<file path="config.mk">
export PLATFORM = sky130hd
export DESIGN_NAME = alu_arbiter
export DESIGN_NICKNAME = d
export VERILOG_FILES = /design/src/rtl/alu_arbiter.sv
export SDC_FILE = /design/constraint.sdc
export NUM_CORES = 1
export LEC_CHECK = 0
export CORE_ASPECT_RATIO = 1.75
export CORE_MARGIN = 4
export CORE_UTILIZATION = 37
export CTS_CLUSTER_DIAMETER = 40
export DETAILED_ROUTE_END_ITERATION = 8
export PLACE_DENSITY = 0.8
export SYNTH_ARGS = -nofsm -noshare
export SYNTH_HDL_FRONTEND = slang
export SYNTH_SLANG_ARGS = --single-unit
export TNS_END_PERCENT = 50
</file>
<file path="constraint.sdc">
create_clock -name CLK -period 2.14 [get_ports CLK]
set_clock_uncertainty 0.05 [all_clocks]
set_input_delay 0.428 -clock CLK [delete_from_list [all_inputs] [get_ports CLK]]
set_output_delay 0.428 -clock CLK [all_outputs]
set_load 0.01 [all_outputs]
</file>
<file path="src/rtl/alu_arbiter.sv">
// alu_arbiter: round-robin sharing of one combinational ALU between two requesters,
// with a registered operand stage, one ALU cycle and a response held until accepted.
module alu_arbiter #(
    parameter int W = 32
) (
    input  logic         CLK,
    input  logic         RESET,
    input  logic         REQ_VALID_0,
    input  logic         REQ_VALID_1,
    output logic         REQ_READY_0,
    output logic         REQ_READY_1,
    input  logic [3:0]   REQ_CONTROL_0,
    input  logic [3:0]   REQ_CONTROL_1,
    input  logic [W-1:0] REQ_X_0,
    input  logic [W-1:0] REQ_X_1,
    input  logic [W-1:0] REQ_Y_0,
    input  logic [W-1:0] REQ_Y_1,
    output logic         RSP_VALID_0,
    output logic         RSP_VALID_1,
    input  logic         RSP_READY_0,
    input  logic         RSP_READY_1,
    output logic [W-1:0] RSP_RESULT,
    output logic         RSP_ZERO,
    output logic         RSP_ERR,
    output logic [W-1:0] ALU_X,
    output logic [W-1:0] ALU_Y,
    output logic [3:0]   ALU_CONTROL,
    input  logic [W-1:0] ALU_RESULTADO,
    input  logic         ALU_ZERO
);
    typedef enum logic [1:0] {IDLE, EXEC, RESP} state_t;
    state_t state;
    logic last, owner, gnt, any, legal, shift, err;
    logic [3:0] ctrl_in, op_ctrl;
    logic [W-1:0] x_in, y_raw, y_in, op_x, op_y;
    assign any = REQ_VALID_0 | REQ_VALID_1;
    // on contention the requester that did not win last time gets the ALU
    assign gnt = (REQ_VALID_0 & REQ_VALID_1) ? ~last : REQ_VALID_1;
    assign REQ_READY_0 = !RESET && state == IDLE && REQ_VALID_0 && !gnt;
    assign REQ_READY_1 = !RESET && state == IDLE && REQ_VALID_1 && gnt;
    assign ctrl_in = gnt ? REQ_CONTROL_1 : REQ_CONTROL_0;
    assign x_in = gnt ? REQ_X_1 : REQ_X_0;
    assign y_raw = gnt ? REQ_Y_1 : REQ_Y_0;
    assign legal = ctrl_in inside {4'b0000, 4'b0111, 4'b0100, 4'b1100, 4'b0010, 4'b0001,
                                   4'b1001, 4'b0110, 4'b1000, 4'b1010, 4'b1110};
    assign shift = ctrl_in inside {4'b1000, 4'b1010, 4'b1110};
    assign y_in = shift ? {{(W-5){1'b0}}, y_raw[4:0]} : y_raw;
    assign RSP_VALID_0 = !RESET && state == RESP && !owner;
    assign RSP_VALID_1 = !RESET && state == RESP && owner;
    assign ALU_X = op_x;
    assign ALU_Y = op_y;
    assign ALU_CONTROL = op_ctrl;
    always_ff @(posedge CLK) begin
        if (RESET) begin
            state <= IDLE;
            last <= 1'b1;
            owner <= 1'b0;
            op_ctrl <= '0;
            op_x <= '0;
            op_y <= '0;
            err <= 1'b0;
            RSP_RESULT <= '0;
            RSP_ZERO <= 1'b0;
            RSP_ERR <= 1'b0;
        end else begin
            case (state)
                IDLE: if (any) begin
                    state <= EXEC;
                    owner <= gnt;
                    last <= gnt;
                    op_ctrl <= ctrl_in;
                    op_x <= x_in;
                    op_y <= y_in;
                    err <= !legal;
                end
                EXEC: begin
                    state <= RESP;
                    RSP_RESULT <= err ? '0 : ALU_RESULTADO;
                    RSP_ZERO <= err | ALU_ZERO;
                    RSP_ERR <= err;
                end
                RESP: if (owner ? RSP_READY_1 : RSP_READY_0) state <= IDLE;
                default: state <= IDLE;
            endcase
        end
    end
    // a waiting requester must hold its payload until it is accepted
    a_hold_0: assert property (@(posedge CLK) disable iff (RESET)
        REQ_VALID_0 && !REQ_READY_0 |=> REQ_VALID_0 && $stable({REQ_CONTROL_0, REQ_X_0, REQ_Y_0}));
    a_hold_1: assert property (@(posedge CLK) disable iff (RESET)
        REQ_VALID_1 && !REQ_READY_1 |=> REQ_VALID_1 && $stable({REQ_CONTROL_1, REQ_X_1, REQ_Y_1}));
endmodule
</file>
# Word level (Yosys, flattened, before mapping)

Index checks and enable logic that the tools add are counted.

Register bits: 107
Logic and storage cells: 56

Equality and inequality tests: 14
Muxes and demuxes: 10
Bitwise gates (word level): 4
Reduce and logical (&&, ||, !) cells: 18

Operators with widths:

| operator                                               | count |
|---|---|
| two-way mux 32 bit                                     | 4 |
| == test 4 bit (second input constant)                  | 5 |
| == test 4 x 3 -> 1 bit (second input constant)         | 3 |
| nonzero test 11 bit                                    | 1 |
| logical AND 1 bit                                      | 8 |
| one-hot mux 2 bit (3 select lines)                     | 1 |
| == test 4 x 1 -> 1 bit (second input constant)         | 1 |
| == test 4 x 2 -> 1 bit (second input constant)         | 1 |
| logical NOT 1 bit                                      | 4 |
| logical NOT 4 bit                                      | 1 |
| two-way mux 2 bit                                      | 2 |
| two-way mux 4 bit                                      | 1 |
| AND reduction 2 bit                                    | 2 |
| nonzero test 3 bit                                     | 1 |
| == test 2 x 1 -> 1 bit (second input constant)         | 1 |
| == test 2 bit (second input constant)                  | 1 |
| logical NOT 2 bit                                      | 1 |
| two-way mux 1 bit                                      | 2 |
| inequality test 2 x 1 -> 1 bit (second input constant) | 1 |
| inequality test 2 bit (second input constant)          | 1 |
| OR 1 bit                                               | 2 |
| bitwise AND 1 bit                                      | 1 |
| NOT 1 bit                                              | 1 |

# Depth between registers and ports, before layout

Gate-level depths: netlist of the first run.

Word-level depth: 6
Gate-level depth with buffers: 7
Gate-level depth less buffers: 4

# Worst setup path before layout of the first run

Ideal clock, no wire load.

Path kind: input-to-output
From: input REQ_VALID_1
To: output REQ_READY_0
Arrival time: 1.539 ns
Required time: 1.662 ns
Path slack: 0.123 ns
Stages on the path: 5
Path buffers: 3
Cell sequence: a21boi_2 > buf_6 > buf_2 > buf_4 > nor4bb_1

Word-level cells in the longest chain between the ends: 4

Ends and longest elaborated chain:

| what                | RTL line | text |
|---|---|---|
| start, declared     | 9        | `input logic REQ_VALID_1,` |
| bitwise AND 1 bit   | 38       | `assign gnt = (REQ_VALID_0 & REQ_VALID_1) ? ~last : REQ_VALID_1;` |
| two-way mux 1 bit * | 38       |  |
| logical NOT 1 bit * | 39       | `assign REQ_READY_0 = !RESET && state == IDLE && REQ_VALID_0 && !gnt;` |
| logical AND 1 bit * | 39       |  |
| end, declared       | 10       | `output logic REQ_READY_0,` |

Every way passes the cells marked *; elsewhere a longest branch is shown, timed or not.

# Final worst setup path of the first run

From: input REQ_VALID_1
To: register op_y[22], in the netlist ALU_Y[22]

Word-level cells in the longest chain between the ends: 6
Elaborated cells between the ends (all ways): 11
Classes of those cells: 3 x eq/ne; 4 x mux; 2 x bitwise; 2 x reduce/logical

Ends and longest elaborated chain:

| what                 | RTL line | text |
|---|---|---|
| bitwise AND 1 bit    | 38       |  |
| two-way mux 1 bit    | 38       |  |
| two-way mux 4 bit    | 41       | `assign ctrl_in = gnt ? REQ_CONTROL_1 : REQ_CONTROL_0;` |
| == test 4 bit        | 46       | `assign shift = ctrl_in inside {4'b1000, 4'b1010, 4'b1110};` |
| nonzero test 3 bit   | 46       |  |
| two-way mux 32 bit   | 47       | `assign y_in = shift ? {{(W-5){1'b0}}, y_raw[4:0]} : y_raw;` |
| end signal, assigned | 73       | `op_y <= y_in;` |
| end, declared        | 35       | `logic [W-1:0] x_in, y_raw, y_in, op_x, op_y;` |

Several ways; a longest one is shown, not always the timed one.
A chain may end at the register's enable or synchronous reset.

==> impl_metrics.py, run 1 <==
metrics = {
    "critical_path": {
        "worstPathMaxFanout": 13,
        "rr_startpoint": "last",
        "critical_path.top_delay_family": "compound AO/OA/AOI/OAI gates",
        "crit_required_ns": 2.32,
        "critPathArrivalTime_ns": 2.24,
        "setup.worst_path.start": "REQ_VALID_1",
        "crit_chain": "dlygate4sd2_1, a21boi_4, buf_6, buf_12, mux2_4, a211o_4, bufbuf_16, a32o_1",
        "path_buf_inv": 4,
        "cp-start-kind": "input port",
        "cpPeakStageDelay_ns": 0.37,
        "path_class": "input port to flip-flop",
        "cp-end-kind": "flip-flop",
        "slowest_stage": "a211o_4",
    },
    "placement": {
        "pre_cts_ws_ns": -0.549,
        "finalWeightedCongestion": 0.882,
        "numPortBuffers": 280,
        "detailed_place_hpwl_mm": 12.0,
        "placedCellCount": 876,
    },
    "floorplan": {
        "die_h_um": 155,
        "io_pins": 281,
        "die-area_sq_um": 14200,
        "start_util_pct": 37.9,
        "rows": 53,
        "core_sq_um": 12000,
        "die_x_um": 91.9,
    },
    "flow_run": {
        "cap_viol_max_count": 0,
    },
    "clock_tree": {
        "clk_pin_slew_ns": 0.07,
        "cts_root_buf": "clkbuf_16",
        "htree_num_levels": 3,
        "clock-sinks": 107,
        "numCtsBuffers": 9,
        "cts_tree": "yes",
        "cts_buffer_depth": 2,
        "clk_latency_ns": 0.33,
    },
    "detailed_routing": {
        "drt_iter0_drc": 217,
        "met2_length_mm": 8.36,
        "dr_wl_met3_mm": 1.03,
        "highest_layer": "met4",
        "first_pass_iters": 4,
        "drc": 0,
        "dr_total_vias": 4522,
        "vias_per_cell": 5.05,
        "drt-met1-wl_mm": 5.81,
        "ant_nets": 0,
        "wirelength_mm": 15.6,
        "wl_per_cell_um": 17.5,
    },
    "sta": {
        "setup-tns-final_ns": 0,
        "worst_slack_ns": 0.0797,
        "finalCritPeriodShare_pct": 96.3,
        "maxSlewViolCount": 0,
        "fmax_mhz": 485,
        "timing_worst_slew_pin_value_ns": 0.951,
        "relSlewSlack_pct": 36.5,
        "setup_viol": 0,
        "report.final.hold_viol_count": 0,
        "rsz0062_at_grt": "no",
        "fin_crit_ns": 2.06,
    },
    "finish": {
        "seq_area_sq_um": 2140,
        "final_util_pct": 66.0,
        "fillers": 964,
        "layout-drive-gt1-share_pct": 10.5,
        "multi_input_area_sq_um": 2220,
        "nNetsFinal": 900,
        "stdcell_count": 896,
        "syn2layout_area_growth_pct": 74.0,
    },
    "synthesis": {
        "synth_most_common_cell": "dfxtp_1",
        "synth_largest_area_cell": "dfxtp_1",
        "netlist_instances": 456,
        "synth_area_sq_um": 4550,
        "synthArstFlopShare_pct": 0,
        "synth_area_per_cell_sq_um": 9.98,
        "synthTopCellsByCount": "107 x dfxtp_1, 44 x nor2_1, 42 x mux2i_1, 41 x a211oi_1, 35 x nand2_1",
        "synth_cell_types": 30,
        "synthFlopType": "dfxtp_1",
        "ys_seq_elements": 107,
        "synth-edff-count": 0,
        "ys_seq_area_share_pct": 47.0,
        "ys_top_cells_by_area": "dfxtp_1 47%, mux2i_1 9.2%, mux2_2 6.9%",
        "synth_top_area_share_pct": 47.0,
        "synth_nets": 631,
        "yosys_warnings": 0,
    },
    "pwr": {
        "p_per_area_nw_per_um2": 686,
        "finalPower_uw": 5430,
        "p_leak_uw": 0.00292,
        "ir_drop_uv": 448,
    },
    "global_routing": {
        "overflow": 0,
        "grt_pass1_wl_mm": 24.4,
        "first_global_vias": 4666,
        "antenna_found_initial": 1,
        "grtUsageTotal_pct": 21.3,
        "grt_start_max_net_pins": 49,
    },
    "outcome": {
        "status": "finished, final reports clean",
    },
    "worst_hold_path": {
        "min_path_type": "input port to flip-flop",
        "min_from": "RESET",
    },
}
==> stage by stage <==
step / hold WS (ns) / instance area [sq um]
finish: 0.308 / 7920
global route: 0.343 / 7920
CTS: 0.301 / 7930
detailed placement: 0.396 / 7560
global placement: 0.387 / 7560
floorplan: 0.426 / 4550
==> timing repair <==
action	CTS	global route
gates resized for setup	13	4
hold buffers	0	0
setup endpoints to repair	31	21
buffers inserted	1	0
gates cloned	2	0
pin swaps	3	1
==> area by class of cell <==
| type | count | area share, % |
|---|---|---|
| timing repair buffer | 303 | 38.9 |
| multi-input combinational | 304 | 28.0 |
| sequential | 107 | 27.0 |
| clock buffer | 10 | 2.89 |
| tap | 165 | 2.61 |
| clock inverter | 6 | 0.568 |
| antenna | 1 | 0.0316 |
==> cells in the final DEF, fill, tap and decap left out, types with 2 or more instances in the layout <==
cell type and count:
dfxtp_1 106, buf_4 14, nor4bb_1 2, mux2_2 28
clkbuf_16 9, clkdlybuf4s50_1 273, nand3b_1 34, buf_12 5
a32o_1 27, dlygate4sd2_1 4, inv_6 3, clkbuf_2 2
mux2i_1 42, a21oi_1 34, a211oi_1 41, nor3_1 2
nand2_1 35, clkinv_2 2, nor2_1 43, bufbuf_16 2
==> power by group <==
group	leakage [uW]	internal [uW]	switching [uW]	total, uW
registers	0.000881	2190	119	2310
logic	0.00190	947	631	1580
clock network	0.000138	801	741	1540
==> registers in the layout (all words and copies together), names as in the netlist <==
name	cells
ALU_X	32
ALU_Y	32
RSP_RESULT	32
ALU_CONTROL	4
state	2
RSP_ERR	1
RSP_ZERO	1
err	1
last	1
owner	1
==> worst paths after layout <==
check / to / slack, ns / cells past startpoint
setup / recovery: ALU_Y[22] / 0.08 / 8
hold reg to reg: RSP_RESULT[8] / 0.40 / 2
setup reg to reg: ALU_Y[22] / 0.09 / 7
hold / removal: state[1] / 0.31 / 2
==> routing by layer <==
metal / global-route usage (%) / vias up
li1: - / 2210
met1: 23.0 / 2091
met2: 39.4 / 189
met3: 4.96 / 32
met4: 8.29 / 0
met5: 0 / -
==> kinds of logic (layout without fill, tap and decap cells) <==
| group | count (synthesis) | count (layout) | share of synthesized area, % |
|---|---|---|---|
| compound gates | 110 | 110 | 17.9 |
| buf+inv | 45 | 319 | 4.84 |
| flops | 107 | 107 | 47.0 |
| mux | 71 | 71 | 16.5 |
| other cells | 0 | 1 | 0 |
| simple gates | 123 | 123 | 13.7 |
No activity file was read; power rests on OpenSTA's default activity.
==> inputs of run 2 (changes only) <==
Settings changed: SLEW_MARGIN set to 30.
==> impl_metrics.py, run 2 (synthesis results as in run 1) <==
metrics = {
    "outcome": {
        "status": "finished, final reports clean",
    },
    "sta": {
        "fin_crit_ns": 2.08,
        "relSlewSlack_pct": 55.8,
        "fmax_mhz": 480,
        "finalCritPeriodShare_pct": 97.4,
        "rsz0062_at_grt": "no",
        "report.final.hold_viol_count": 0,
        "maxSlewViolCount": 0,
        "setup-tns-final_ns": 0,
        "setup_viol": 0,
        "timing_worst_slew_pin_value_ns": 0.661,
    },
    "finish": {
        "nNetsFinal": 901,
        "fillers": 976,
        "syn2layout_area_growth_pct": 74.3,
        "finalInstanceArea_sq_um": 7940,
        "layout_commonest_cell": "clkdlybuf4s50_1",
        "layout-drive-gt1-share_pct": 10.7,
        "layout_common_cells": "273 x clkdlybuf4s50_1, 105 x dfxtp_1, 43 x nor2_1",
    },
    "detailed_routing": {
        "dr_total_vias": 4505,
        "wirelength_mm": 15.8,
        "ant_nets": 0,
        "first_pass_iters": 4,
        "vias_per_cell": 5.02,
        "drc": 0,
        "drt_iter0_drc": 169,
        "wl_per_cell_um": 17.6,
    },
    "floorplan": {
        "die_x_um": 91.9,
        "io_pins": 281,
        "start_util_pct": 37.9,
        "rows": 53,
        "die_h_um": 155,
        "core_sq_um": 12000,
        "die-area_sq_um": 14200,
    },
    "global_routing": {
        "grt_pass1_wl_mm": 24.1,
        "antenna_found_initial": 1,
        "first_global_vias": 4637,
        "grt_start_max_net_pins": 49,
        "grtUsageTotal_pct": 21.2,
        "overflow": 0,
    },
    "critical_path": {
        "path_class": "flip-flop to flip-flop",
        "r2r-end": "ALU_Y[26]",
        "crit_chain": "a21boi_4, buf_6, buf_12, mux2_4, a211o_4, bufbuf_16, a32o_1",
        "slowest_stage": "a211o_4",
        "rrSetupSlack_ns": 0.06,
        "critical_path.top_delay_family": "compound AO/OA/AOI/OAI gates",
        "cpPeakStageDelay_ns": 0.37,
        "critPathArrivalTime_ns": 2.26,
        "cp-end-kind": "flip-flop",
        "rr_startpoint": "last",
        "path_buf_inv": 3,
        "cp-start-kind": "flip-flop",
        "reg2regPathDepth": 7,
        "worstPathMaxFanout": 13,
        "crit_required_ns": 2.31,
    },
    "worst_hold_path": {
        "min_path_type": "input port to flip-flop",
        "min_from": "RESET",
        "hold-path-endpoint": "state[1]",
        "hold_depth": 2,
    },
    "placement": {
        "postPlaceCellArea_sq_um": 7570,
        "numPortBuffers": 280,
        "detailed_place_hpwl_mm": 11.9,
        "finalWeightedCongestion": 0.882,
    },
    "clock_tree": {
        "clk_pin_slew_ns": 0.07,
        "numCtsBuffers": 9,
        "cts_buffer_depth": 2,
        "cts_tree": "yes",
        "clock-sinks": 107,
        "cts_root_buf": "clkbuf_16",
        "clk_latency_ns": 0.33,
        "htree_num_levels": 3,
        "cts_hold_buf": 0,
    },
    "pwr": {
        "ir_drop_uv": 446,
        "finalPower_uw": 5450,
        "p_leak_uw": 0.00293,
        "p_per_area_nw_per_um2": 686,
    },
    "flow_run": {
        "cap_viol_max_count": 0,
    },
}
## run 2: cell types whose count changed in the layout (fill, tap and decap cells not counted)
cell	change
inv_6	+1
clkdlybuf4s15_1	+1
dfxtp_2	+1
dfxtp_1	-1
buf_4	+1
clkbuf_2	-1
clkinv_4	-1
## run 2: power by group
group / switching [uW] / internal [uW] / total, uW
Combinational: 634 / 948 / 1580
Sequential: 119 / 2190 / 2310
Clock: 747 / 804 / 1550
Total: 1500 / 3950 / 5450
## run 2: how the worst max path moves through the flow
stage | from | endpoint | slack, ns | depth (start not counted)
6_report | last | ALU_Y[26] | 0.06 | 7
5_1_grt | last | ALU_Y[21] | 0.006 | 7
4_1_cts | REQ_VALID_0 | ALU_Y[26] | 0.03 | 8
3_5_place_dp | REQ_VALID_0 | ALU_Y[23] | -0.55 | 7
3_3_place_gp | REQ_VALID_0 | ALU_Y[10] | -0.47 | 7
2_1_floorplan | REQ_VALID_1 | REQ_READY_0 | 0.12 | 5
## run 2: repair_timing
item	4_1_cts	5_1_grt
pin swaps	3	0
gates cloned	2	0
resized for setup	11	3
setup buffers	2	0
setup endpoints to repair	31	21
## run 2: area by class of cell
| cell class | count | area, sq um | area share, % |
|---|---|---|---|
| Clock inverter | 6 | 45.0 | 0.567 |
| Antenna cell | 1 | 2.50 | 0.0315 |
| Tap cell | 165 | 206 | 2.60 |
| Timing Repair Buffer | 304 | 3090 | 39.0 |
| Multi-Input combinational cell | 304 | 2220 | 27.9 |
| Clock buffer | 10 | 229 | 2.88 |
| Sequential cell | 107 | 2140 | 27.0 |
## run 2: metrics by stage
step	worst slack, ns	std cells	utilization (%)	hold slack [ns]
CTS	0.0300	896	66.1	0.309
floorplan	0.123	456	-	0.426
global placement	-0.467	876	63.0	0.387
detailed placement	-0.551	876	63.1	0.395
finish	0.0551	897	66.1	0.322
global route	0.00632	897	66.1	0.345
## run 2: layer usage
| layer | up-vias | track usage (%) | part of all wire (%) |
|---|---|---|---|
| met4 | 0 | 8.58 | 2.8 |
| met1 | 2068 | 22.9 | 37 |
| li1 | 2217 | - | - |
| met2 | 191 | 38.7 | 53 |
| met5 | - | 0 | 0 |
| met3 | 29 | 5.64 | 7.1 |
==> inputs of run 3 (changes only) <==
Settings changed: CTS_CLUSTER_DIAMETER 40 to 30.
==> results of run 3 <==
Same layout as run 2: the final DEF is identical, and so are final timing and power.
